**src/rtl/peripheral_bus_arbiter_pkg.sv**
```systemverilog
// Shared peripheral-bus definitions: bus widths, arbiter state encoding and
// the lastGrant owner encoding used by the arbiter and future bridges.
package peripheral_bus_arbiter_pkg;

    localparam int unsigned ADDRESS_WIDTH     = 24;
    localparam int unsigned DATA_WIDTH        = 32;
    localparam int unsigned BYTE_SELECT_WIDTH = 4;
    localparam int unsigned COUNT_WIDTH       = 8;

    typedef enum logic [1:0] {
        IDLE    = 2'd0,
        GRANT_A = 2'd1,
        GRANT_B = 2'd2
    } arb_state_t;

    // Owner of the most recently completed grant.
    localparam logic OWNER_A = 1'b0;
    localparam logic OWNER_B = 1'b1;

endpackage

```
**src/rtl/peripheral_bus_timeout.sv**
```systemverilog
// Saturating 8-bit stall counter for bus bridges.
// Ports: clk, rst (sync, active-high), clear (highest priority after rst),
//        enable (count one stall cycle), expired (count == LIMIT-1).
module peripheral_bus_timeout
    import peripheral_bus_arbiter_pkg::*;
#(
    parameter int unsigned LIMIT = 16
) (
    input  logic clk,
    input  logic rst,
    input  logic clear,
    input  logic enable,
    output logic expired
);

    logic [COUNT_WIDTH-1:0] count;

    // Counter never wraps: it holds at all-ones if left enabled.
    always_ff @(posedge clk) begin
        if (rst) begin
            count <= '0;
        end else if (clear) begin
            count <= '0;
        end else if (enable && (count != {COUNT_WIDTH{1'b1}})) begin
            count <= count + COUNT_WIDTH'(1);
        end
    end

    assign expired = (count == COUNT_WIDTH'(LIMIT - 1));

endmodule

```
**src/rtl/peripheral_bus_arbiter.sv**
```systemverilog
// Round-robin arbiter sharing one peripheral bus between requester A
// (management bridge) and requester B (core data port). A grant is held for
// the whole transfer; a stall timeout aborts transfers a peripheral never ends.
// Ports: clk, rst (sync, active-high); a_*/b_* requester buses (we/oe strobes,
//        address, byteSelect, dataWrite in; dataRead, busy out);
//        peripheralBus_* downstream bus; timeoutFlag pulses on an abort.
module peripheral_bus_arbiter
    import peripheral_bus_arbiter_pkg::*;
#(
    parameter int unsigned            TIMEOUT_CYCLES = 16,
    parameter logic [DATA_WIDTH-1:0]  TIMEOUT_DATA   = 32'hFFFF_FFFF
) (
    input  logic                         clk,
    input  logic                         rst,
    input  logic                         a_we,
    input  logic                         a_oe,
    input  logic [ADDRESS_WIDTH-1:0]     a_address,
    input  logic [BYTE_SELECT_WIDTH-1:0] a_byteSelect,
    input  logic [DATA_WIDTH-1:0]        a_dataWrite,
    output logic [DATA_WIDTH-1:0]        a_dataRead,
    output logic                         a_busy,
    input  logic                         b_we,
    input  logic                         b_oe,
    input  logic [ADDRESS_WIDTH-1:0]     b_address,
    input  logic [BYTE_SELECT_WIDTH-1:0] b_byteSelect,
    input  logic [DATA_WIDTH-1:0]        b_dataWrite,
    output logic [DATA_WIDTH-1:0]        b_dataRead,
    output logic                         b_busy,
    output logic                         peripheralBus_we,
    output logic                         peripheralBus_oe,
    output logic [ADDRESS_WIDTH-1:0]     peripheralBus_address,
    output logic [BYTE_SELECT_WIDTH-1:0] peripheralBus_byteSelect,
    output logic [DATA_WIDTH-1:0]        peripheralBus_dataWrite,
    input  logic [DATA_WIDTH-1:0]        peripheralBus_dataRead,
    input  logic                         peripheralBus_busy,
    output logic                         timeoutFlag
);

    arb_state_t state, next_state;
    logic       last_grant, next_last_grant;

    logic req_a, req_b, req_granted;
    logic stall, expired, abort, finish;

    assign req_a = a_we | a_oe;
    assign req_b = b_we | b_oe;

    assign req_granted = ((state == GRANT_A) && req_a) || ((state == GRANT_B) && req_b);
    assign stall       = req_granted & peripheralBus_busy;
    assign abort       = stall & expired;
    // Transfer ends this cycle, either normally or by timeout.
    assign finish      = req_granted & (~peripheralBus_busy | expired);

    // Any non-stall cycle clears, so the count restarts on every grant change.
    peripheral_bus_timeout #(
        .LIMIT (TIMEOUT_CYCLES)
    ) u_timeout (
        .clk     (clk),
        .rst     (rst),
        .clear   (~(stall & ~expired)),
        .enable  (stall & ~expired),
        .expired (expired)
    );

    // State and round-robin owner registers.
    always_ff @(posedge clk) begin
        if (rst) begin
            state      <= IDLE;
            last_grant <= OWNER_B;
        end else begin
            state      <= next_state;
            last_grant <= next_last_grant;
        end
    end

    // Next-state and bus steering.
    always_comb begin
        next_state               = state;
        next_last_grant          = last_grant;
        peripheralBus_we         = 1'b0;
        peripheralBus_oe         = 1'b0;
        peripheralBus_address    = '0;
        peripheralBus_byteSelect = '0;
        peripheralBus_dataWrite  = '0;
        a_dataRead               = '0;
        b_dataRead               = '0;
        a_busy                   = req_a;
        b_busy                   = req_b;
        timeoutFlag              = 1'b0;

        // Outputs stay quiet while rst is held, even if a grant is still registered.
        if (!rst) begin
            case (state)
                IDLE: begin
                    if (req_a && (!req_b || (last_grant == OWNER_B))) begin
                        next_state = GRANT_A;
                    end else if (req_b) begin
                        next_state = GRANT_B;
                    end
                end

                GRANT_A: begin
                    peripheralBus_we         = a_we & ~abort;
                    peripheralBus_oe         = a_oe & ~abort;
                    peripheralBus_address    = a_address;
                    peripheralBus_byteSelect = a_byteSelect;
                    peripheralBus_dataWrite  = a_dataWrite;
                    a_dataRead               = abort ? TIMEOUT_DATA : peripheralBus_dataRead;
                    a_busy                   = peripheralBus_busy & ~abort;
                    timeoutFlag              = abort;
                    if (!req_a) begin
                        next_state = IDLE;
                    end else if (finish) begin
                        next_last_grant = OWNER_A;
                        next_state      = req_b ? GRANT_B : IDLE;
                    end
                end

                GRANT_B: begin
                    peripheralBus_we         = b_we & ~abort;
                    peripheralBus_oe         = b_oe & ~abort;
                    peripheralBus_address    = b_address;
                    peripheralBus_byteSelect = b_byteSelect;
                    peripheralBus_dataWrite  = b_dataWrite;
                    b_dataRead               = abort ? TIMEOUT_DATA : peripheralBus_dataRead;
                    b_busy                   = peripheralBus_busy & ~abort;
                    timeoutFlag              = abort;
                    if (!req_b) begin
                        next_state = IDLE;
                    end else if (finish) begin
                        next_last_grant = OWNER_B;
                        next_state      = req_a ? GRANT_A : IDLE;
                    end
                end

                default: begin
                    next_state = IDLE;
                end
            endcase
        end
    end

endmodule

```
**config.mk**
```make
export PLATFORM = sky130hd
export DESIGN_NAME = peripheral_bus_arbiter
export DESIGN_NICKNAME = d
export VERILOG_FILES = /design/src/rtl/peripheral_bus_arbiter_pkg.sv /design/src/rtl/peripheral_bus_timeout.sv /design/src/rtl/peripheral_bus_arbiter.sv
export SDC_FILE = /design/constraint.sdc
export NUM_CORES = 1
export LEC_CHECK = 0
export ABC_AREA = 1
export CAP_MARGIN = 40
export CORE_AREA = 3 3 112 114
export CTS_CLUSTER_SIZE = 10
export DETAILED_ROUTE_END_ITERATION = 10
export DIE_AREA = 0 0 115 117
export HOLD_SLACK_MARGIN = 0.08
export PLACE_DENSITY = 0.71
export SLEW_MARGIN = 20
export SYNTH_ARGS = -nofsm -noshare
export SYNTH_HDL_FRONTEND = slang
export SYNTH_SLANG_ARGS = --single-unit
```
**constraint.sdc**
```tcl
create_clock -name clk -period 1.56 [get_ports clk]
set_input_delay 0.312 -clock clk [delete_from_list [all_inputs] [get_ports clk]]
set_output_delay 0.312 -clock clk [all_outputs]
set_load 0.05 [all_outputs]
```
[Word level (Yosys, flattened, before mapping)]
Index checks and enable logic that the tools add are counted.
Storage, ports and cells
  logic and storage cells: 79
  flip-flop bits (word level): 11
  output and inout port bits: 129
  input bits: 159
Operators by class
  bitwise operators: 16
  mux-type cells: 35
  equal/unequal tests: 11
  $add $sub $neg: 1
  reductions and logical operators: 13
Operators with widths (number)
  32-bit 2-to-1 mux: 6
  32-bit case mux with 2 select lines: 1
  24-bit case mux with 2 select lines: 1
  24-bit 2-to-1 mux: 1
  2-bit 2-to-1 mux: 7
  1-bit 2-to-1 mux: 13
  1-bit AND: 9
  3-bit inequality test, second input constant: 3
  8-bit by 1-bit adder with 8-bit output, second input constant: 1
  8-bit by 4-bit equality test with 1-bit output, second input constant: 1
  2-bit inequality test, second input constant: 4
  8-bit inequality test, second input constant: 1
  4-bit case mux with 2 select lines: 1
  1-bit case mux with 2 select lines: 3
  2-bit case mux with 3 select lines: 1
  5-bit AND reduction: 1
  1-bit logical AND: 4
  4-bit 2-to-1 mux: 1
  1-bit inverter: 4
  2-bit OR reduction: 2
  1-bit bitwise OR: 3
  3-bit AND reduction: 1
  2-bit by 1-bit equality test with 1-bit output, second input constant: 1
  2-bit equality test, second input constant: 1
  4 further kinds: 5

[Longest topological paths before layout]
Gate-level depths: netlist of the first run.
  depth after elaboration: 9
  gate-level depth with buffers: 11
  mapped depth without buffers: 10

[Cells and area by module]
From an unflattened synthesis of the first run, not the netlist that was laid out.
Second synthesis, totals
  cell total of the unflattened synthesis: 446
  area total of the unflattened synthesis: 2212.1 um^2
By module, submodules not included
  peripheral_bus_arbiter: cells each 372, area an instance 1744.2 um^2, times used 1, sequential area each 60.1 um^2
  peripheral_bus_timeout: cells each 74, area an instance 467.9 um^2, times used 1, sequential area each 160.2 um^2

[Least setup slack after synthesis of the first run]
Ideal clock, no wire load.
  kind: register -> output
  start point: register state[0]
  end point: output port timeoutFlag
  buffers on the path: 1
  path slack: -1.209 ns
  cell stages (with the launch flop): 8
  arrival: 2.457 ns
  required time: 1.248 ns
  cell sequence: dfxtp_1 inv_1 ha_1 clkbuf_2 o21ai_1 nand2_2 inv_1 nor4_1
On the way
  cells in the longest elaborated chain, start to end: 7
  elaborated cells on any way between the ends: 10
  those cells by class: eq/ne: 2; mux: 2; bitwise: 2; reduce/logical: 4
RTL lines
  start, declared: line peripheral_bus_arbiter.sv:39  | arb_state_t state, next_state;
  start signal, assigned: line peripheral_bus_arbiter.sv:71  | state <= next_state;
  2-bit by 1-bit equality test with 1-bit output or 2-bit equality test (tied branches): line peripheral_bus_arbiter.sv:48, peripheral_bus_arbiter.sv:93
  1-bit logical AND: line peripheral_bus_arbiter.sv:48  | assign req_granted = ((state == GRANT_A) && req_a) || ((state == GRANT_B) && req_b);
  1-bit logical OR: line peripheral_bus_arbiter.sv:48
  1-bit AND: line peripheral_bus_arbiter.sv:49  | assign stall = req_granted & peripheralBus_busy;
  1-bit AND: line peripheral_bus_arbiter.sv:50  | assign abort = stall & expired;
  1-bit 2-to-1 mux (*): line peripheral_bus_arbiter.sv:93  | case (state)
  1-bit 2-to-1 mux (*): line peripheral_bus_arbiter.sv:92  | if (!rst) begin
  end, declared: line peripheral_bus_arbiter.sv:36  | output logic timeoutFlag
Every way passes the cells marked *; elsewhere a longest branch is shown, timed or not.

[Final worst setup path of the first run]
  start point: register state[0]
  end point: output port b_busy
On the way
  cells in the longest elaborated chain, start to end: 9
  elaborated cells on any way between the ends: 11
  those cells by class: eq/ne: 2; mux: 2; bitwise: 4; reduce/logical: 3
RTL lines
  2-bit by 1-bit equality test with 1-bit output or 2-bit equality test (tied branches): line peripheral_bus_arbiter.sv:48, peripheral_bus_arbiter.sv:93
  1-bit logical AND: line peripheral_bus_arbiter.sv:48
  1-bit logical OR: line peripheral_bus_arbiter.sv:48
  1-bit AND: line peripheral_bus_arbiter.sv:49
  1-bit AND: line peripheral_bus_arbiter.sv:50
  1-bit inverter: line peripheral_bus_arbiter.sv:126  | b_busy = peripheralBus_busy & ~abort;
  1-bit AND: line peripheral_bus_arbiter.sv:126
  1-bit 2-to-1 mux (*): line peripheral_bus_arbiter.sv:93
  1-bit 2-to-1 mux (*): line peripheral_bus_arbiter.sv:92
  end, declared: line peripheral_bus_arbiter.sv:28  | output logic b_busy,
Marks and branches as above.

==> impl_results.md, run 1 <==
* Status: finished, violations left
* Violated checks: setup timing
* Met3 global-route usage at 0.0478
* Flop2flop setup slack at -0.32 ns
* Period utilization at 1.35
* Yosys warning count at 0
* Data arrival time of the worst path at 1.79 ns
* Hold Path Class: reg -> reg
* Vias in the first global route at 5413
* Crit path buf inv count at 5
* Reg2reg start: u_timeout.count[1]$_SDFFE_PP0P_
* Layout cell share with drive strength beyond 1 at 0.553
* FP Rows at 39
* DRT Pass-1 Iters at 5
* Setup CP Type: reg -> out
* Antenna-violating nets left at 0
* Main synth FF type: dfxtp_1
* DIE WIDTH at 115 um
* Final setup viols at 140
* Vias per std cell at 4.96
* # DRC at 0
* GR Overflow Total at 0
* Crit-path most repeated cell: buf_6
* Worst Tran Pin Value at 0.374 ns
* Hold_ws at 0.476 ns
* Pins Over Slew Limit at 0
* Min-delay src: last_grant$_SDFFE_PP1P_
* Post-synth top area cell: nand2_1
* Core Region at 0.0115 mm^2
* Post-Syn Nets at 682
* Clock net sink count at 11
* Hold endpoint: last_grant$_SDFFE_PP1P_
* Sequential share of the synthesized area at 0.0912
* I/O Buffers at 287
* Crit path max-delay family: buffers and inverters
* CP Launch Point: state[0]$_SDFFE_PP0P_
* Pwr Density at 1280 mW/mm^2
* Die area at 0.0135 mm^2
* Worst-path clk slew at 0.04 ns
* Synth top area cells: nand2_1, a21oi_1, inv_1, nor2_1, dfxtp_1
* Placer Congestion at 0.919
* CTS tree: yes
* Max-cap violations at 0
* Top-Level Pins at 288
* Cell Area, Synth at 0.00241 mm^2
* M1 GR Usage at 0.313
* H-Tree Depth at 1
* Crit. End Element: primary output
* RSZ-0062 raised after global routing: true
* Placed insts at 970
* Initial Util at 0.210
* Tot GR Track Use at 0.295
* P_leak at 3.76 nW
* DP HPWL at 14.4 mm
* CP max stage cell: dfxtp_4
* Worst r2r dst: u_timeout.count[1]$_SDFFE_PP0P_
* Wire length per cell at 20.2 um
* Final critical-path required period at 2.10 ns
* Syn Area/Cell at 4.66 um^2
* P&R area growth vs syn at 297%
* Synth Register Bits at 11
* Post-synth cell types at 27
* Synth top area share at 0.302
* Ant. Diodes at 0
* Root Buffer: clkbuf_16
* Post-route insts no fill at 1013
* Register-to-Register Path Depth at 12
* Routed vias at 5026
* Worst-case clock skew at 0.00107 ns
* GR Util met2 at 0.581
* Buffer depth of the longest clock path at 2
* Worst path cell trace: inv_6 -> ha_4 -> o21ai_2 -> nand2_2 -> nand3_4 -> buf_4 -> buf_6 -> buf_6 -> nand2_4 -> o21ai_4 -> buf_12
* Final hold violation count at 0
* Worst vdd rail ir drop at 1.11 mV
* Worst-path maximum fanout at 5
* Insertion delay to the later sink of the worst-skew pair at 0.23 ns
* Die Ht at 117 um
* Hold Path Stages at 2
* Fin nets at 1035
* Setup crit start kind: flip-flop
* Grt peak-use layer: met2
* Synth async-reset ratio at 0
* Mapped Cells at 518
* Critical Path RT at 1.25 ns
* DR iter-0 viols at 331
* Fmax at 0.476 GHz
* Fin worst setup slack at -0.541 ns
* Post-synth EDFFs at 0
* Antenna violations before repair at 0
* First-pass GRT wire length at 31.1 mm
* Routed WL at 20.4 mm
* Largest net degree at the start of global routing at 33
* Max-slew headroom at 0.750
* TritonCTS Buffers at 3
* Crit-path max cell delay at 0.36 ns
## per-layer routing
metal	share of wire	up-vias
met4	0.041	0
met5	0	-
met2	0.55	271
li1	-	2275
met1	0.34	2406
met3	0.065	74
## area by class of cell
| class | instances | area (um^2) |
|---|---|---|
| clock buffer | 4 | 78.8 |
| timing repair buffer | 376 | 5370 |
| inverter | 90 | 348 |
| tap | 143 | 179 |
| fill | 596 | 1930 |
| multi-input combinational | 389 | 3380 |
| sequential | 11 | 231 |
## metrics by stage
stage	utilization	area, um^2	TNS [ns]	worst slack [ns]	total power [mW]
after floorplan	-	3710	-28.98	-0.264	5.33
after global placement	0.734	8460	-59.58	-0.515	9.10
after detailed placement	0.734	8460	-60.98	-0.531	9.28
after CTS	0.832	9590	-57.53	-0.503	12.4
after global routing	0.832	9590	-71.22	-0.603	12.7
final	0.832	9590	-62.15	-0.541	12.3
## cells in the mapped netlist (all sizes together) (2+ instances only)
cell and count:
a21oi 67, buf 10, clkbuf 20, dfxtp 11, ha 5, inv 90
nand2 198, nand3 17, nand4 4, nor2 79, nor3 4, o21a 2
o21ai 7
## where the power goes
group | leakage (nW) | switching (mW) | internal, mW
Combinational | 3.63 | 6.16 | 5.28
Sequential | 0.0920 | 0.0680 | 0.344
Clock | 0.0382 | 0.118 | 0.342
Total | 3.76 | 6.34 | 5.97
## sequential cells by signal (all words and copies together), names as in the netlist
name	flops
last_grant	1
u_timeout.count	8
state	2
## placed cells by master (no fill, tap or decap), types with 7 or more instances in the layout
master / instances
buf_12: 154
clkdlybuf4s50_1: 152
nand2_1: 142
nor2_4: 68
a21oi_4: 60
inv_1: 49
buf_4: 40
inv_2: 38
nand2_2: 32
nand2_4: 22
buf_6: 12
nand3_1: 10
nor2_1: 7
## worst max path at each step
stage / cells past startpoint / to
final: 11 / b_busy
after global routing: 9 / a_dataRead[17]
after CTS: 8 / peripheralBus_address[0]
after detailed placement: 11 / a_dataRead[4]
after global placement: 11 / a_dataRead[4]
after floorplan: 10 / a_dataRead[10]
## worst register-to-register path: cells and delay by family (launching register included)
family,cells,cell delay [ns]
compound gates,1,0.11
fa+ha+maj,1,0.18
simple gates,6,0.65
flops,1,0.33
buf+inv,4,0.52
## repair_timing
| action | 4_1_cts | 5_1_grt |
|---|---|---|
| resized for setup | 140 | 17 |
| gates cloned | 12 | 0 |
| setup buffers | 26 | 7 |
| endpoints found under the setup margin | 135 | 140 |
| pin swaps | 52 | 16 |
| hold buffers | 0 | 0 |
## kinds of logic after synthesis
family | count (synthesis) | share of synthesized area
AO/OA/AOI/OAI | 78 | 0.166
XOR/XNOR | 1 | 0.00363
adder cells (fa/ha/maj) | 5 | 0.0259
buffers and inverters | 120 | 0.199
flip-flops | 11 | 0.0912
AND/OR/NAND/NOR | 303 | 0.514
Power figures use the tool's default switching activity.
==> run 2: changes to the inputs <==
- MAX_ROUTING_LAYER: default -> met4
==> run 2 against run 1 <==
The flow still finishes with violations (setup timing). Non-clock buffer count is 6 lower. Combinational power is essentially flat. Wire length down 0.88%. Register-to-register slack improved by 0.27 ns. Flip-flop and latch count unchanged. Global-route usage fell by 1.5 points. Largest cell class unchanged.
==> impl_results.md, run 2 (synthesis results as in run 1) <==
* Post-layout util at 0.844 (was 0.832)
* CTS tree: yes (unchanged)
* Metal-1 WL at 7.07 mm (was 6.93 mm)
* Ant. Diodes at 0 (unchanged)
* Pwr Density at 1230 mW/mm^2 (was 1280 mW/mm^2)
* Fin nets at 1029 (was 1035)
* Final setup TNS at -71.84 ns (was -62.15 ns)
* Top-Level Pins at 288 (unchanged)
* Pins Over Slew Limit at 0 (unchanged)
* RSZ-0062 raised after global routing: true (unchanged)
* Wire length per cell at 20.1 um (was 20.2 um)
* Largest net degree at the start of global routing at 23 (was 33)
* Worst-path clk slew at 0.04 ns (about the same)
* Met3 WL post-DR at 1.12 mm (was 1.32 mm)
* Crit path max-delay family: simple AND/OR/NAND/NOR gates (was buffers and inverters)
* DRT Pass-1 Iters at 4 (was 5)
* Hold endpoint: last_grant$_SDFFE_PP1P_ (unchanged)
* Routed vias at 4870 (was 5026)
* Period utilization at 1.41 (was 1.35)
* Max-cap violations at 0 (unchanged)
* Routed WL at 20.2 mm (was 20.4 mm)
* Setup CP Type: reg -> out (unchanged)
* Vias per std cell at 4.84 (was 4.96)
* Final critical-path required period at 2.19 ns (was 2.10 ns)
* Crit. End Element: primary output (unchanged)
* Leading registers by flop count: u_timeout.count (8), state (2), last_grant (1) (unchanged)
* Crit path buf inv count at 3 (was 5)
* Placed insts at 970 (unchanged)
* TritonCTS Buffers at 3 (unchanged)
* Min-delay src: last_grant$_SDFFE_PP1P_ (unchanged)
* Setup crit start kind: flip-flop (unchanged)
* Insertion delay to the later sink of the worst-skew pair at 0.24 ns (was 0.23 ns)
* Register-to-Register Path Depth at 10 (was 12)
* Die area at 0.0135 mm^2 (unchanged)
* Fmax at 0.456 GHz (was 0.476 GHz)
* Worst-path maximum fanout at 8 (was 5)
* P_leak at 3.67 nW (was 3.76 nW)
* Worst path cell trace: ha_4 -> nand3_4 -> nor2_4 -> nand3_4 -> clkbuf_16 -> nand2_4 -> inv_4 -> nor2_4 -> buf_12 (was inv_6 -> ha_4 -> o21ai_2 -> nand2_2 -> nand3_4 -> buf_4 -> buf_6 -> buf_6 -> nand2_4 -> o21ai_4 -> buf_12)
* # DRC at 0 (unchanged)
* Worst vdd rail ir drop at 1.01 mV (was 1.11 mV)
* GR Overflow Total at 0 (unchanged)
* CP max stage cell: dfxtp_2 (was dfxtp_4)
* Most frequent cells in the layout: clkdlybuf4s50_1, buf_12, nand2_1 (was buf_12, clkdlybuf4s50_1, nand2_1)
* Hold Path Stages at 2 (unchanged)
* Placer Congestion at 0.928 (was 0.919)
* Antenna violations before repair at 0 (unchanged)
* Fin worst setup slack at -0.632 ns (was -0.541 ns)
* Status: finished, violations left (unchanged)
* First-pass GRT wire length at 29.0 mm (was 31.1 mm)
* Max-slew headroom at 0.767 (was 0.750)
* Clock net sink count at 11 (unchanged)
* Met2 WL at 11.6 mm (was 11.3 mm)
* Buffer depth of the longest clock path at 2 (unchanged)
* Worst Tran Pin Value at 0.350 ns (was 0.374 ns)
* Crit-path max cell delay at 0.35 ns (was 0.36 ns)
* Tot GR Track Use at 0.280 (was 0.295)
* Post-route insts no fill at 1007 (was 1013)
* P&R area growth vs syn at 303% (was 297%)
* Core Region at 0.0115 mm^2 (unchanged)
* DR iter-0 viols at 260 (was 331)
* Final hold violation count at 0 (unchanged)
* Max reg flops at 8 (unchanged)
* Hold Path Class: reg -> reg (unchanged)
* Initial Util at 0.210 (unchanged)
* Data arrival time of the worst path at 1.88 ns (was 1.79 ns)
* Root Buffer: clkbuf_16 (unchanged)
* Top reg by flops: u_timeout.count (unchanged)
* FP Rows at 39 (unchanged)
* Worst-case clock skew at 0.00429 ns (was 0.00107 ns)
* Die Ht at 117 um (unchanged)
* Commonest non-fill, non-tap cell in the layout: clkdlybuf4s50_1 (was buf_12)
* I/O Buffers at 287 (unchanged)
* Critical Path RT at 1.25 ns (about the same)
* Worst r2r dst: u_timeout.count[1]$_SDFFE_PP0P_ (unchanged)
* Vias in the first global route at 5249 (was 5413)
* Flop2flop setup slack at -0.05 ns (was -0.32 ns)
* Layout cell share with drive strength beyond 1 at 0.552 (was 0.553)
* H-Tree Depth at 1 (unchanged)
* DIE WIDTH at 115 um (unchanged)
* Hold_buf cts at 0 (unchanged)
* Reg2reg start: state[0]$_SDFFE_PP0P_ (was u_timeout.count[1]$_SDFFE_PP0P_)
* Final setup viols at 138 (was 140)
* DP HPWL at 14.3 mm (was 14.4 mm)
* Violated checks: setup timing (unchanged)
* Top sig layer: met4 (unchanged)
* Hold_ws at 0.465 ns (was 0.476 ns)
* Antenna-violating nets left at 0 (unchanged)
run 2: what timing repair did:
item | in CTS | in global routing
pin swaps | 34 | 69
setup endpoints to repair | 137 | 140
setup buffers | 16 | 9
gates cloned | 10 | 4
resized for setup | 111 | 94
run 2: final cells by class:
cell class,instances,area [um^2]
Clock buffer,4,78.8
Inverter,90,400
Multi-Input combinational cell,389,3450
Fill cell,587,1800
Tap cell,143,179
Sequential cell,11,230
Timing Repair Buffer,370,5380
run 2: worst max-delay path by stage:
stage / start / to / slack, ns / cells past startpoint
3_3_place_gp: a_oe / a_dataRead[4] / -0.52 / 11
3_5_place_dp: b_oe / b_dataRead[8] / -0.57 / 9
6_report: u_timeout.count[1]$_SDFFE_PP0P_ / a_dataRead[4] / -0.63 / 9
4_1_cts: u_timeout.count[0]$_SDFFE_PP0P_ / a_dataRead[26] / -0.55 / 9
5_1_grt: u_timeout.count[1]$_SDFFE_PP0P_ / a_dataRead[4] / -0.68 / 9
2_1_floorplan: state[0]$_SDFFE_PP0P_ / a_dataRead[10] / -0.26 / 10
run 2: tightest hold or removal path: stages, from the launching register on:
cell and delay (ns):
dfxtp_1 0.32, nand2_1 0.06, nand3_1 0.06
run 2: metal layers:
metal | global-route usage | vias to the layer above
met5 | - | -
met4 | 0.0446 | 0
met3 | 0.0360 | 44
met2 | 0.554 | 216
met1 | 0.300 | 2339
li1 | - | 2271
run 2: where the power goes:
group          switching (mW)  internal (mW)
combinational            5.99           5.10
clock                   0.137          0.344
sequential             0.0624          0.343
run 2: per-stage QoR:
stage	cell area (um^2)	setup WS, ns	power (mW)
2_1_floorplan	3710	-0.264	5.33
3_3_place_gp	8460	-0.518	9.11
3_5_place_dp	8460	-0.567	9.28
4_1_cts	9310	-0.553	11.3
5_1_grt	9720	-0.682	12.4
6_report	9720	-0.632	12.0
